### src/rtl/multicycle_control_unit_if.sv
// Handshake and strobe bundle between the multi-cycle controller
// and its environment (instruction/data memory, IR, datapath).
interface multicycle_control_unit_if #(
    parameter int OP_W     = 5,
    parameter int ALU_OP_W = 2
);
    logic [OP_W-1:0]     op;
    logic                imem_ready;
    logic                dmem_ready;
    logic                trap_ack;
    logic                imem_req;
    logic                ir_write;
    logic                pc_write;
    logic                branch;
    logic                mem_read;
    logic                mem_write;
    logic                dmem_req;
    logic                mem_to_reg;
    logic                alu_src;
    logic                reg_write;
    logic [ALU_OP_W-1:0] alu_op;
    logic                trap;
    logic [1:0]          trap_cause;
    logic [2:0]          state;

    modport master (
        input  op, imem_ready, dmem_ready, trap_ack,
        output imem_req, ir_write, pc_write, branch,
        output mem_read, mem_write, dmem_req, mem_to_reg,
        output alu_src, reg_write, alu_op,
        output trap, trap_cause, state
    );

    modport slave (
        output op, imem_ready, dmem_ready, trap_ack,
        input  imem_req, ir_write, pc_write, branch,
        input  mem_read, mem_write, dmem_req, mem_to_reg,
        input  alu_src, reg_write, alu_op,
        input  trap, trap_cause, state
    );
endinterface

### src/rtl/multicycle_control_unit.sv
// Multi-cycle RV32 main controller: FETCH/DECODE/EXEC/MEM/WB
// sequencing with memory-ready handshakes and trap on fault.
module multicycle_control_unit #(
    parameter int OP_W     = 5,
    parameter int ALU_OP_W = 2,
    parameter int TIMEOUT  = 15,
    parameter int CNT_W    = 4
) (
    input  logic clk,
    input  logic rst,
    multicycle_control_unit_if.master bus
);

    typedef enum logic [2:0] {
        S_FETCH  = 3'd0,
        S_DECODE = 3'd1,
        S_EXEC   = 3'd2,
        S_MEM    = 3'd3,
        S_WB     = 3'd4,
        S_TRAP   = 3'd5
    } state_t;

    localparam logic [OP_W-1:0] OP_LOAD  = OP_W'(5'b00000);
    localparam logic [OP_W-1:0] OP_STORE = OP_W'(5'b01000);
    localparam logic [OP_W-1:0] OP_BR    = OP_W'(5'b11000);
    localparam logic [OP_W-1:0] OP_ARI   = OP_W'(5'b00100);
    localparam logic [OP_W-1:0] OP_ARR   = OP_W'(5'b01100);

    localparam logic [CNT_W-1:0] CNT_MAX = '1;
    localparam logic [CNT_W-1:0] CNT_TO  = CNT_W'(TIMEOUT);
    localparam bit               TO_EN   = (TIMEOUT != 0);

    state_t            st;
    logic [OP_W-1:0]   op_q;
    logic [CNT_W-1:0]  wait_cnt;
    logic [1:0]        cause;

    logic legal;
    logic to_hit;
    logic is_load;
    logic is_store;
    logic is_br;
    logic is_ari;
    logic is_arr;

    // Opcode classification: live op for DECODE, latched op_q afterwards
    always_comb begin
        legal    = (bus.op == OP_LOAD) || (bus.op == OP_STORE) ||
                   (bus.op == OP_BR)   || (bus.op == OP_ARI)   ||
                   (bus.op == OP_ARR);
        to_hit   = TO_EN && (wait_cnt == CNT_TO);
        is_load  = (op_q == OP_LOAD);
        is_store = (op_q == OP_STORE);
        is_br    = (op_q == OP_BR);
        is_ari   = (op_q == OP_ARI);
        is_arr   = (op_q == OP_ARR);
    end

    // State, latched opcode, wait counter and trap cause
    always_ff @(posedge clk) begin
        if (rst) begin
            st       <= S_FETCH;
            op_q     <= '0;
            wait_cnt <= '0;
            cause    <= 2'b00;
        end else begin
            case (st)
                S_FETCH: begin
                    if (bus.imem_ready) begin
                        st       <= S_DECODE;
                        wait_cnt <= '0;
                    end else if (to_hit) begin
                        st       <= S_TRAP;
                        cause    <= 2'b10;
                        wait_cnt <= '0;
                    end else if (wait_cnt != CNT_MAX) begin
                        wait_cnt <= wait_cnt + 1'b1;
                    end
                end
                S_DECODE: begin
                    op_q     <= bus.op;
                    wait_cnt <= '0;
                    if (legal) begin
                        st <= S_EXEC;
                    end else begin
                        st    <= S_TRAP;
                        cause <= 2'b01;
                    end
                end
                S_EXEC: begin
                    wait_cnt <= '0;
                    if (is_br)
                        st <= S_FETCH;
                    else if (is_load || is_store)
                        st <= S_MEM;
                    else
                        st <= S_WB;
                end
                S_MEM: begin
                    if (bus.dmem_ready) begin
                        st       <= is_load ? S_WB : S_FETCH;
                        wait_cnt <= '0;
                    end else if (to_hit) begin
                        st       <= S_TRAP;
                        cause    <= 2'b11;
                        wait_cnt <= '0;
                    end else if (wait_cnt != CNT_MAX) begin
                        wait_cnt <= wait_cnt + 1'b1;
                    end
                end
                S_WB: begin
                    st       <= S_FETCH;
                    wait_cnt <= '0;
                end
                S_TRAP: begin
                    wait_cnt <= '0;
                    if (bus.trap_ack) begin
                        st    <= S_FETCH;
                        cause <= 2'b00;
                    end
                end
                default: begin
                    st       <= S_FETCH;
                    wait_cnt <= '0;
                end
            endcase
        end
    end

    logic                imem_req;
    logic                ir_write;
    logic                pc_write;
    logic                branch;
    logic                mem_read;
    logic                mem_write;
    logic                dmem_req;
    logic                mem_to_reg;
    logic                alu_src;
    logic                reg_write;
    logic [ALU_OP_W-1:0] alu_op;

    // Per-state strobes; IR/PC pulses qualified by the memory ready
    always_comb begin
        imem_req   = 1'b0;
        ir_write   = 1'b0;
        pc_write   = 1'b0;
        branch     = 1'b0;
        mem_read   = 1'b0;
        mem_write  = 1'b0;
        dmem_req   = 1'b0;
        mem_to_reg = 1'b0;
        alu_src    = 1'b0;
        reg_write  = 1'b0;
        alu_op     = '0;
        case (st)
            S_FETCH: begin
                imem_req = 1'b1;
                ir_write = bus.imem_ready;
            end
            S_EXEC: begin
                alu_src = is_load || is_store || is_ari;
                if (is_br) begin
                    alu_op   = ALU_OP_W'(2'b01);
                    branch   = 1'b1;
                    pc_write = 1'b1;
                end else if (is_arr) begin
                    alu_op = ALU_OP_W'(2'b10);
                end else if (is_ari) begin
                    alu_op = ALU_OP_W'(2'b11);
                end
            end
            S_MEM: begin
                dmem_req  = 1'b1;
                alu_src   = 1'b1;
                mem_read  = is_load;
                mem_write = is_store;
                pc_write  = is_store && bus.dmem_ready;
            end
            S_WB: begin
                reg_write  = 1'b1;
                pc_write   = 1'b1;
                mem_to_reg = is_load;
            end
            default: ;
        endcase
    end

    assign bus.imem_req   = imem_req;
    assign bus.ir_write   = ir_write;
    assign bus.pc_write   = pc_write;
    assign bus.branch     = branch;
    assign bus.mem_read   = mem_read;
    assign bus.mem_write  = mem_write;
    assign bus.dmem_req   = dmem_req;
    assign bus.mem_to_reg = mem_to_reg;
    assign bus.alu_src    = alu_src;
    assign bus.reg_write  = reg_write;
    assign bus.alu_op     = alu_op;
    assign bus.trap       = (st == S_TRAP);
    assign bus.trap_cause = cause;
    assign bus.state      = st;

endmodule

### src/flat_wrapper.sv
// flat-port wrapper written by rule: the top's interface ports become plain ports
module multicycle_control_unit_flat 
#(
    parameter int OP_W     = 5,
    parameter int ALU_OP_W = 2,
    parameter int TIMEOUT  = 15,
    parameter int CNT_W    = 4
)
  (clk, rst, bus_op, bus_imem_ready, bus_dmem_ready, bus_trap_ack, bus_imem_req, bus_ir_write, bus_pc_write, bus_branch, bus_mem_read, bus_mem_write, bus_dmem_req, bus_mem_to_reg, bus_alu_src, bus_reg_write, bus_alu_op, bus_trap, bus_trap_cause, bus_state);
  multicycle_control_unit_if #(.OP_W(OP_W), .ALU_OP_W(ALU_OP_W)) bus_i ();
  input  logic clk;
  input  logic rst;
  input wire logic [$bits(bus_i.op)-1:0] bus_op;
  input wire logic [$bits(bus_i.imem_ready)-1:0] bus_imem_ready;
  input wire logic [$bits(bus_i.dmem_ready)-1:0] bus_dmem_ready;
  input wire logic [$bits(bus_i.trap_ack)-1:0] bus_trap_ack;
  output wire logic [$bits(bus_i.imem_req)-1:0] bus_imem_req;
  output wire logic [$bits(bus_i.ir_write)-1:0] bus_ir_write;
  output wire logic [$bits(bus_i.pc_write)-1:0] bus_pc_write;
  output wire logic [$bits(bus_i.branch)-1:0] bus_branch;
  output wire logic [$bits(bus_i.mem_read)-1:0] bus_mem_read;
  output wire logic [$bits(bus_i.mem_write)-1:0] bus_mem_write;
  output wire logic [$bits(bus_i.dmem_req)-1:0] bus_dmem_req;
  output wire logic [$bits(bus_i.mem_to_reg)-1:0] bus_mem_to_reg;
  output wire logic [$bits(bus_i.alu_src)-1:0] bus_alu_src;
  output wire logic [$bits(bus_i.reg_write)-1:0] bus_reg_write;
  output wire logic [$bits(bus_i.alu_op)-1:0] bus_alu_op;
  output wire logic [$bits(bus_i.trap)-1:0] bus_trap;
  output wire logic [$bits(bus_i.trap_cause)-1:0] bus_trap_cause;
  output wire logic [$bits(bus_i.state)-1:0] bus_state;
  assign bus_i.op = bus_op;
  assign bus_i.imem_ready = bus_imem_ready;
  assign bus_i.dmem_ready = bus_dmem_ready;
  assign bus_i.trap_ack = bus_trap_ack;
  assign bus_imem_req = bus_i.imem_req;
  assign bus_ir_write = bus_i.ir_write;
  assign bus_pc_write = bus_i.pc_write;
  assign bus_branch = bus_i.branch;
  assign bus_mem_read = bus_i.mem_read;
  assign bus_mem_write = bus_i.mem_write;
  assign bus_dmem_req = bus_i.dmem_req;
  assign bus_mem_to_reg = bus_i.mem_to_reg;
  assign bus_alu_src = bus_i.alu_src;
  assign bus_reg_write = bus_i.reg_write;
  assign bus_alu_op = bus_i.alu_op;
  assign bus_trap = bus_i.trap;
  assign bus_trap_cause = bus_i.trap_cause;
  assign bus_state = bus_i.state;
  multicycle_control_unit #(.OP_W(OP_W), .ALU_OP_W(ALU_OP_W), .TIMEOUT(TIMEOUT), .CNT_W(CNT_W)) u_core (.clk(clk), .rst(rst), .bus(bus_i));
endmodule
### config.mk
export PLATFORM = sky130hd
export DESIGN_NAME = multicycle_control_unit_flat
export DESIGN_NICKNAME = d
export VERILOG_FILES = /design/src/rtl/multicycle_control_unit_if.sv /design/src/rtl/multicycle_control_unit.sv /design/src/flat_wrapper.sv
export SDC_FILE = /design/constraint.sdc
export NUM_CORES = 1
export LEC_CHECK = 0
export CORE_AREA = 2 2 48 50
export CTS_CLUSTER_SIZE = 14
export DETAILED_ROUTE_END_ITERATION = 6
export DIE_AREA = 0 0 50 52
export PLACE_DENSITY_LB_ADDON = 0.3
export SYNTH_ARGS = -nofsm -noshare
export SYNTH_HDL_FRONTEND = slang
export SYNTH_SLANG_ARGS = --single-unit
### constraint.sdc
create_clock -name clk -period 2.7 [get_ports clk]
set_input_delay 0.54 -clock clk [delete_from_list [all_inputs] [get_ports clk]]
set_output_delay 0.54 -clock clk [all_outputs]
set_load 0.01 [all_outputs]
==> results.tsv, run 1 <==
stage	metric	value	unit
synth	Cell variety after synth	40	
synth	Avg Cell Area, Syn	8.377	sq um
clocking	cts hold-fix bufs	0	
pwr	sequential group share of total power	42.6	%
timing	Rel. slew slack	75.67	%
pwr	Leakage Power	0.4443	nW
synth	most common library cells after synthesis	14 x dfxtp_1, 13 x nor2_1, 6 x nand2_1, 6 x nand2b_1	
synth	cell with the most instances after synthesis	dfxtp_1	
global_route	largest net degree at the start of global routing	13	
pwr	Clock Power Share	20.7	%
worst_setup_path	Worst R2R End	u_core.bus.trap_cause[0]$_SDFFE_PP0P_	
worst_hold_path	Worst Hold Endpoint	u_core.wait_cnt[0]$_SDFF_PP0_	
detailed_routing	DRC Markers	0	
worst_hold_path	HP Start	u_core.wait_cnt[0]$_SDFF_PP0_	
detailed_routing	post-detailed-routing wire length	1.961	mm
place	placed inst area	1187	sq um
pwr	Logic pwr share	36.7	%
worst_setup_path	WP data arrival	2.06	ns
synth	ys async rst share	0	%
detailed_routing	Vias	855	
timing	final worst path period share	96.15	%
detailed_routing	initial drt markers	17	
pwr	maximum vdd drop	0.3549	mV
die	Die Y	52	um
synth	sequential share of the synthesized area	31.86	%
flow_run	Max Cap Viol	0	
pwr	net switching fraction of the power	33.22	%
detailed_routing	DR pass1 iterations	4	
die	core area	2106	sq um
cells_and_area	Finished Cell Area	1225	sq um
synth	Seq cells post-synth	14	
synth	Synth Flop Type	dfxtp_1	
cells_and_area	Nets	147	
pwr	internal power	382.2	uW
synth	post-synth top area cell	dfxtp_1	
worst_setup_path	kind of critical path	flip-flop to output pin	
timing	Max Freq	385.2	MHz
timing	Slew @ Worst Pin	0.3637	ns
synth	Yosys top cell area share	31.86	%
global_route	first-pass GRT wire length	3.263	mm
worst_setup_path	Crit Path Max Fanout	3	
pwr	Sw Pwr	190.1	uW
clocking	CTS sink count	14	
global_route	initial antenna violation count	0	
place	post-DP HPWL	1.556	mm
clocking	CTS tree	done	
synth	Syn Nets	116	
clocking	clk_lat worst skew	0.28	ns
detailed_routing	antenna viol nets, final	0	
worst_setup_path	Reg2Reg Depth	6	
clocking	CTS Buf Count	3	
die	I/O Pins	28	
cells_and_area	Area Growth Syn to Fin	39.26	%
die	die area	2600	sq um
place	pre-CTS setup slack	0.3914	ns
synth	Synth area leaders	dfxtp_1 32%, mux2i_1 5.7%, nor2_1 5.5%, nand2b_1 4.3%, a311oi_4 3.0%	
clocking	Worst-path clk slew	0.08	ns
synth	number of synthesized flops with an enable pin	0	
clocking	clock root cell	clkbuf_4	
detailed_routing	number of vias per cell	5.278	
global_route	total grt overflow	0	
synth	Ys Warns	0	
synth	Mapped Cells	105	
timing	final hold violations	0	
timing	Slew Limit Fails	0	
worst_setup_path	Critical R2R Launch	u_core.bus.state[0]$_SDFFE_PP0N_	
worst_setup_path	crit path capture type	output pin	
cells_and_area	diode count	0	
run_status	status	complete, no violations	
worst_hold_path	Hold/Removal Path Class	flip-flop to flip-flop	
cells_and_area	share of cells above drive strength 1	14.18	%
worst_hold_path	hold depth	1	
timing	Setup Skew	0.002385	ns
place	port bufs	27	
timing	fin worst setup slack	0.1040	ns
clocking	H-tree Lvls	1	
die	Starting Density	41.77	%
global_route	Global Route Usage Sum	16.32	%
clocking	clock buffer depth	2	
die	Die W	50	um
worst_setup_path	startpoint types	flip-flop	
global_route	vias in the first global route	754	
timing	Min Clock Period, post-route	2.596	ns
timing	# setup viols final	0	
place	GPL Wtd Cong	0.7330	
worst_setup_path	Worst R2R Setup Slack	1.00	ns
pwr	Cell Pwr Density	467.2	nW/um^2
synth	cell area after synthesis	879.6	sq um
die	Rows	17	
worst_setup_path	Critical Path RT	2.16	ns
detailed_routing	drt wl/cell	12.10	um
==> flip-flops by register name (all words and copies together), names as in the netlist <==
register,flops
u_core.bus.state,3
u_core.bus.trap_cause,2
u_core.op_q,5
u_core.wait_cnt,4
==> cell type report <==
| cell class | instances | area, sq um |
|---|---|---|
| Timing Repair Buffer | 30 | 292.8 |
| Multi-Input combinational cell | 81 | 571.8 |
| Inverter | 6 | 22.52 |
| Sequential cell | 14 | 280.3 |
| Clock buffer | 3 | 22.52 |
| Tap cell | 28 | 35.03 |
| Fill cell | 188 | 880.8 |
==> cell usage in the layout, fill, tap and decap left out, drive strengths merged, types with 4 or more instances in the layout <==
cell type,n
nor2,14
clkdlybuf4s50,27
nor3,8
mux2i,5
inv,6
and2,5
nor2b,5
dfxtp,14
nand2,7
nand2b,6
o21ai,4
==> timing repair <==
action | 4_1_cts | 5_1_grt
gates resized for setup | 0 | 2
buffers inserted | 0 | 0
setup endpoints to repair | 0 | 1
endpoints found under the hold margin | 0 | 0
==> power by group through the flow <==
stage | Sequential (mW) | Combinational, mW | Clock, mW
floorplan | 0.247 | 0.126 | 0
global placement | 0.246 | 0.204 | 0
detailed placement | 0.247 | 0.207 | 0
CTS | 0.242 | 0.208 | 0.120
global route | 0.247 | 0.230 | 0.127
finish | 0.244 | 0.210 | 0.118
==> worst max-delay path, cell delays in order (launching register included) <==
cell	delay (ns)
dfxtp_1	0.35
or3_1	0.45
nor3_4	0.17
and2_1	0.18
a21o_1	0.12
clkdlybuf4s50_1	0.52
==> per-stage QoR <==
stage	total power, mW	std cells	utilization, %	hold WS, ns	setup TNS (ns)
floorplan	0.3738	105	-	0.4327	0
global placement	0.4505	159	56.39	0.4416	0
detailed placement	0.4541	159	56.39	0.4557	0
CTS	0.5696	162	57.46	0.4680	0
global route	0.6045	162	58.17	0.4884	-0.009837
finish	0.5723	162	58.17	0.4652	0
==> kinds of logic (layout without fill, tap and decap cells) <==
logic type,count (synthesis),after routing,synth area share (%)
flops,14,14,31.86
xor+xnor,2,2,1.992
mux,5,5,5.690
compound gates,19,19,17.21
simple gates,54,54,36.99
buf+inv,10,39,4.836
fa+ha+maj,1,1,1.422
==> per-layer routing <==
metal / up-vias / track usage (%) / wire [um]
met5: - / 0 / 0
met1: 397 / 20.95 / 916
li1: 427 / - / -
met2: 29 / 26.75 / 931
met4: 0 / 8.333 / 16
met3: 2 / 2.011 / 97
==> worst max path at each step <==
stage,end,from,depth (start not counted)
CTS,bus_alu_op[0],u_core.op_q[0]$_SDFFE_PP0P_,5
detailed placement,bus_pc_write,bus_dmem_ready,4
global route,bus_alu_op[0],u_core.op_q[0]$_SDFFE_PP0P_,5
floorplan,bus_alu_op[0],u_core.bus.state[2]$_SDFFE_PP0N_,5
finish,bus_alu_op[0],u_core.op_q[0]$_SDFFE_PP0P_,5
global placement,bus_pc_write,bus_dmem_ready,4
Note: power is estimated with default switching activity, not from simulation.
==> inputs of run 2 (changes only) <==
--- a/config.mk
+++ b/config.mk
@@ -5,11 +5,12 @@
 export SDC_FILE = /design/constraint.sdc
 export NUM_CORES = 1
 export LEC_CHECK = 0
-export CORE_AREA = 2 2 48 50
+export CORE_AREA = 2 2 46 48
 export CTS_CLUSTER_SIZE = 14
 export DETAILED_ROUTE_END_ITERATION = 6
-export DIE_AREA = 0 0 50 52
+export DIE_AREA = 0 0 48 50
 export PLACE_DENSITY_LB_ADDON = 0.3
+export RECOVER_POWER = 50
 export SYNTH_ARGS = -nofsm -noshare
 export SYNTH_HDL_FRONTEND = slang
 export SYNTH_SLANG_ARGS = --single-unit
==> results.tsv, run 2 (synthesized netlist as in run 1, its figures left out) <==
stage	metric	value	unit	change
worst_hold_path	Hold/Removal Path Class	flip-flop to flip-flop		
global_route	total grt overflow	0		unchanged
timing	Min Clock Period, post-route	2.545	ns	-0.05094 ns
die	Die W	48	um	-4.0%
cells_and_area	register area	280.3	sq um	unchanged
timing	Max Freq	392.9	MHz	+2.0%
cells_and_area	most frequent cells in the layout	23 x clkdlybuf4s50_1, 14 x dfxtp_1, 13 x nor2_1		
die	Starting Density	46.25	%	+4.5 points
pwr	Leakage Power	0.4563	nW	+2.7%
cells_and_area	max reg flops	5		unchanged
detailed_routing	antenna viol nets, final	0		unchanged
clocking	cts hold-fix bufs	0		unchanged
die	core area	1902	sq um	-9.7%
clocking	clock buffer depth	2		unchanged
clocking	cts repair resizes	0		unchanged
global_route	vias in the first global route	781		+3.6%
timing	# setup viols final	0		unchanged
detailed_routing	Vias	859		+0.47%
worst_hold_path	hold depth	1		unchanged
place	GPL Wtd Cong	0.7658		+4.5%
pwr	Cell Pwr Density	489.9	nW/um^2	+4.9%
cells_and_area	Area Growth Syn to Fin	39.26	%	unchanged
timing	post-route setup TNS	0	ns	unchanged
timing	final worst path period share	94.26	%	-1.9 points
timing	Rel. slew slack	43.48	%	-32 points
timing	Slew @ Worst Pin	0.8414	ns	+0.4776 ns
cells_and_area	commonest non-fill, non-tap cell in the layout	clkdlybuf4s50_1		
place	placed insts	158		-0.63%
cells_and_area	area occupied by multi-input gates	559.3	sq um	-2.2%
timing	Slew Limit Fails	0		unchanged
timing	final hold violations	0		unchanged
detailed_routing	DR pass1 iterations	4		unchanged
detailed_routing	number of vias per cell	5.302		+0.47%
global_route	largest net degree at the start of global routing	13		unchanged
worst_setup_path	Critical Path RT	2.16	ns	about the same
clocking	setup bufs post-CTS	0		unchanged
pwr	internal power	410.6	uW	+7.5%
cells_and_area	Nets	147		unchanged
clocking	clock root cell	clkbuf_4		
pwr	net switching fraction of the power	31.57	%	-1.6 points
worst_setup_path	Critical R2R Launch	u_core.bus.state[0]$_SDFFE_PP0N_		
clocking	H-tree Lvls	1		unchanged
cells_and_area	diode count	0		unchanged
cells_and_area	Filler cells	154		-18%
worst_setup_path	crit path capture type	output pin		
worst_setup_path	Crit Path Max Fanout	3		unchanged
place	placed inst area	1186	sq um	-0.11%
worst_setup_path	kind of critical path	flip-flop to output pin		
worst_setup_path	Worst R2R End	u_core.op_q[0]$_SDFFE_PP0P_		
worst_setup_path	Reg2Reg Depth	4		-2
worst_hold_path	HP Start	u_core.wait_cnt[0]$_SDFF_PP0_		
die	Rows	16		-1
die	Die Y	50	um	-3.8%
pwr	maximum vdd drop	0.3330	mV	-6.2%
cells_and_area	Final Non-Filler Cells	162		unchanged
cells_and_area	register name with the most flops	u_core.op_q		
cells_and_area	Finished Cell Area	1225	sq um	unchanged
clocking	CTS tree	done		
place	port bufs	27		unchanged
global_route	initial antenna violation count	0		unchanged
detailed_routing	initial drt markers	10		-7
worst_hold_path	Worst Hold Endpoint	u_core.wait_cnt[0]$_SDFF_PP0_		
detailed_routing	drt wl/cell	12.43	um	+2.7%
timing	Setup Skew	0.004780	ns	+0.002394 ns
clocking	CTS sink count	14		unchanged
clocking	clk_lat worst skew	0.28	ns	about the same
worst_setup_path	Worst R2R Setup Slack	0.94	ns	-0.06 ns
worst_setup_path	WP data arrival	2.01	ns	-0.05 ns
flow_run	Max Cap Viol	0		unchanged
detailed_routing	post-detailed-routing wire length	2.013	mm	+2.7%
die	I/O Pins	28		unchanged
place	post-DP HPWL	1.603	mm	+3.0%
pwr	Logic pwr share	34.3	%	-2.4 points
timing	RSZ-0062 raised after global routing	false		
pwr	Sw Pwr	189.5	uW	-0.34%
clocking	Worst-path clk slew	0.08	ns	about the same
worst_setup_path	startpoint types	flip-flop		
pwr	Power Total	600.1	uW	+4.9%
pwr	Clock Power Share	24.9	%	+4.2 points
detailed_routing	DRC Markers	0		unchanged
global_route	Global Route Usage Sum	18.16	%	+1.8 points
cells_and_area	final core utilization	64.41	%	+6.2 points
global_route	first-pass GRT wire length	3.208	mm	-1.7%
run_status	status	complete, no violations		
die	die area	2400	sq um	-7.7%
pwr	sequential group share of total power	40.7	%	-1.9 points
timing	hold slack final	0.4660	ns	+0.0008270 ns
place	pre-CTS setup slack	0.3421	ns	-0.04930 ns
clocking	CTS Buf Count	3		unchanged
cells_and_area	share of cells above drive strength 1	13.33	%	-0.85 points
timing	fin worst setup slack	0.1550	ns	+0.05094 ns
[run 2: cell types whose count changed in the layout (fill, tap and decap cells not counted), moves of 3 or more]
cell             before  now
dlygate4sd3_1         0    4
o21ai_1               3    0
clkdlybuf4s50_1      27   23
o21ai_0               1    4
[run 2: layout make-up]
class                   instances  share of cell area (%)
inverters                       6                   1.839
repair buffers                 30                   23.90
well taps                      27                   2.758
clock buffers                   4                   2.962
multi-input cells              81                   45.66
flip-flops and latches         14                   22.88
[run 2: power by group through the flow]
| stage | clock network [mW] | registers (mW) | logic, mW |
|---|---|---|---|
| 2_1_floorplan | 0 | 0.247 | 0.126 |
| 3_3_place_gp | 0 | 0.247 | 0.203 |
| 3_5_place_dp | 0 | 0.248 | 0.208 |
| 4_1_cts | 0.155 | 0.243 | 0.209 |
| 5_1_grt | 0.166 | 0.247 | 0.225 |
| 6_report | 0.150 | 0.244 | 0.206 |
[run 2: worst max path at each step]
stage                                          start            end  slack (ns)
CTS                      u_core.op_q[3]$_SDFFE_PP0P_  bus_alu_op[0]        0.11
global placement                      bus_dmem_ready   bus_pc_write        0.39
floorplan           u_core.bus.state[2]$_SDFFE_PP0N_  bus_alu_op[0]        0.82
finish                   u_core.op_q[0]$_SDFFE_PP0P_  bus_alu_op[0]        0.15
global route             u_core.op_q[0]$_SDFFE_PP0P_  bus_alu_op[0]        0.04
detailed placement                    bus_dmem_ready   bus_pc_write        0.34
[run 2: worst max-delay path, stage by stage, from the launching register on]
cell             delay [ns]
dfxtp_1                0.35
or3_4                  0.42
nor3_4                 0.15
and2_1                 0.17
a21o_1                 0.11
clkdlybuf4s50_1        0.53
[run 2: per-layer routing]
layer | share of wire (%) | track usage [%]
met1 | 44 | 21.30
met2 | 50 | 32.22
met3 | 4.7 | 2.564
met4 | 0.70 | 5.405
met5 | 0 | 0
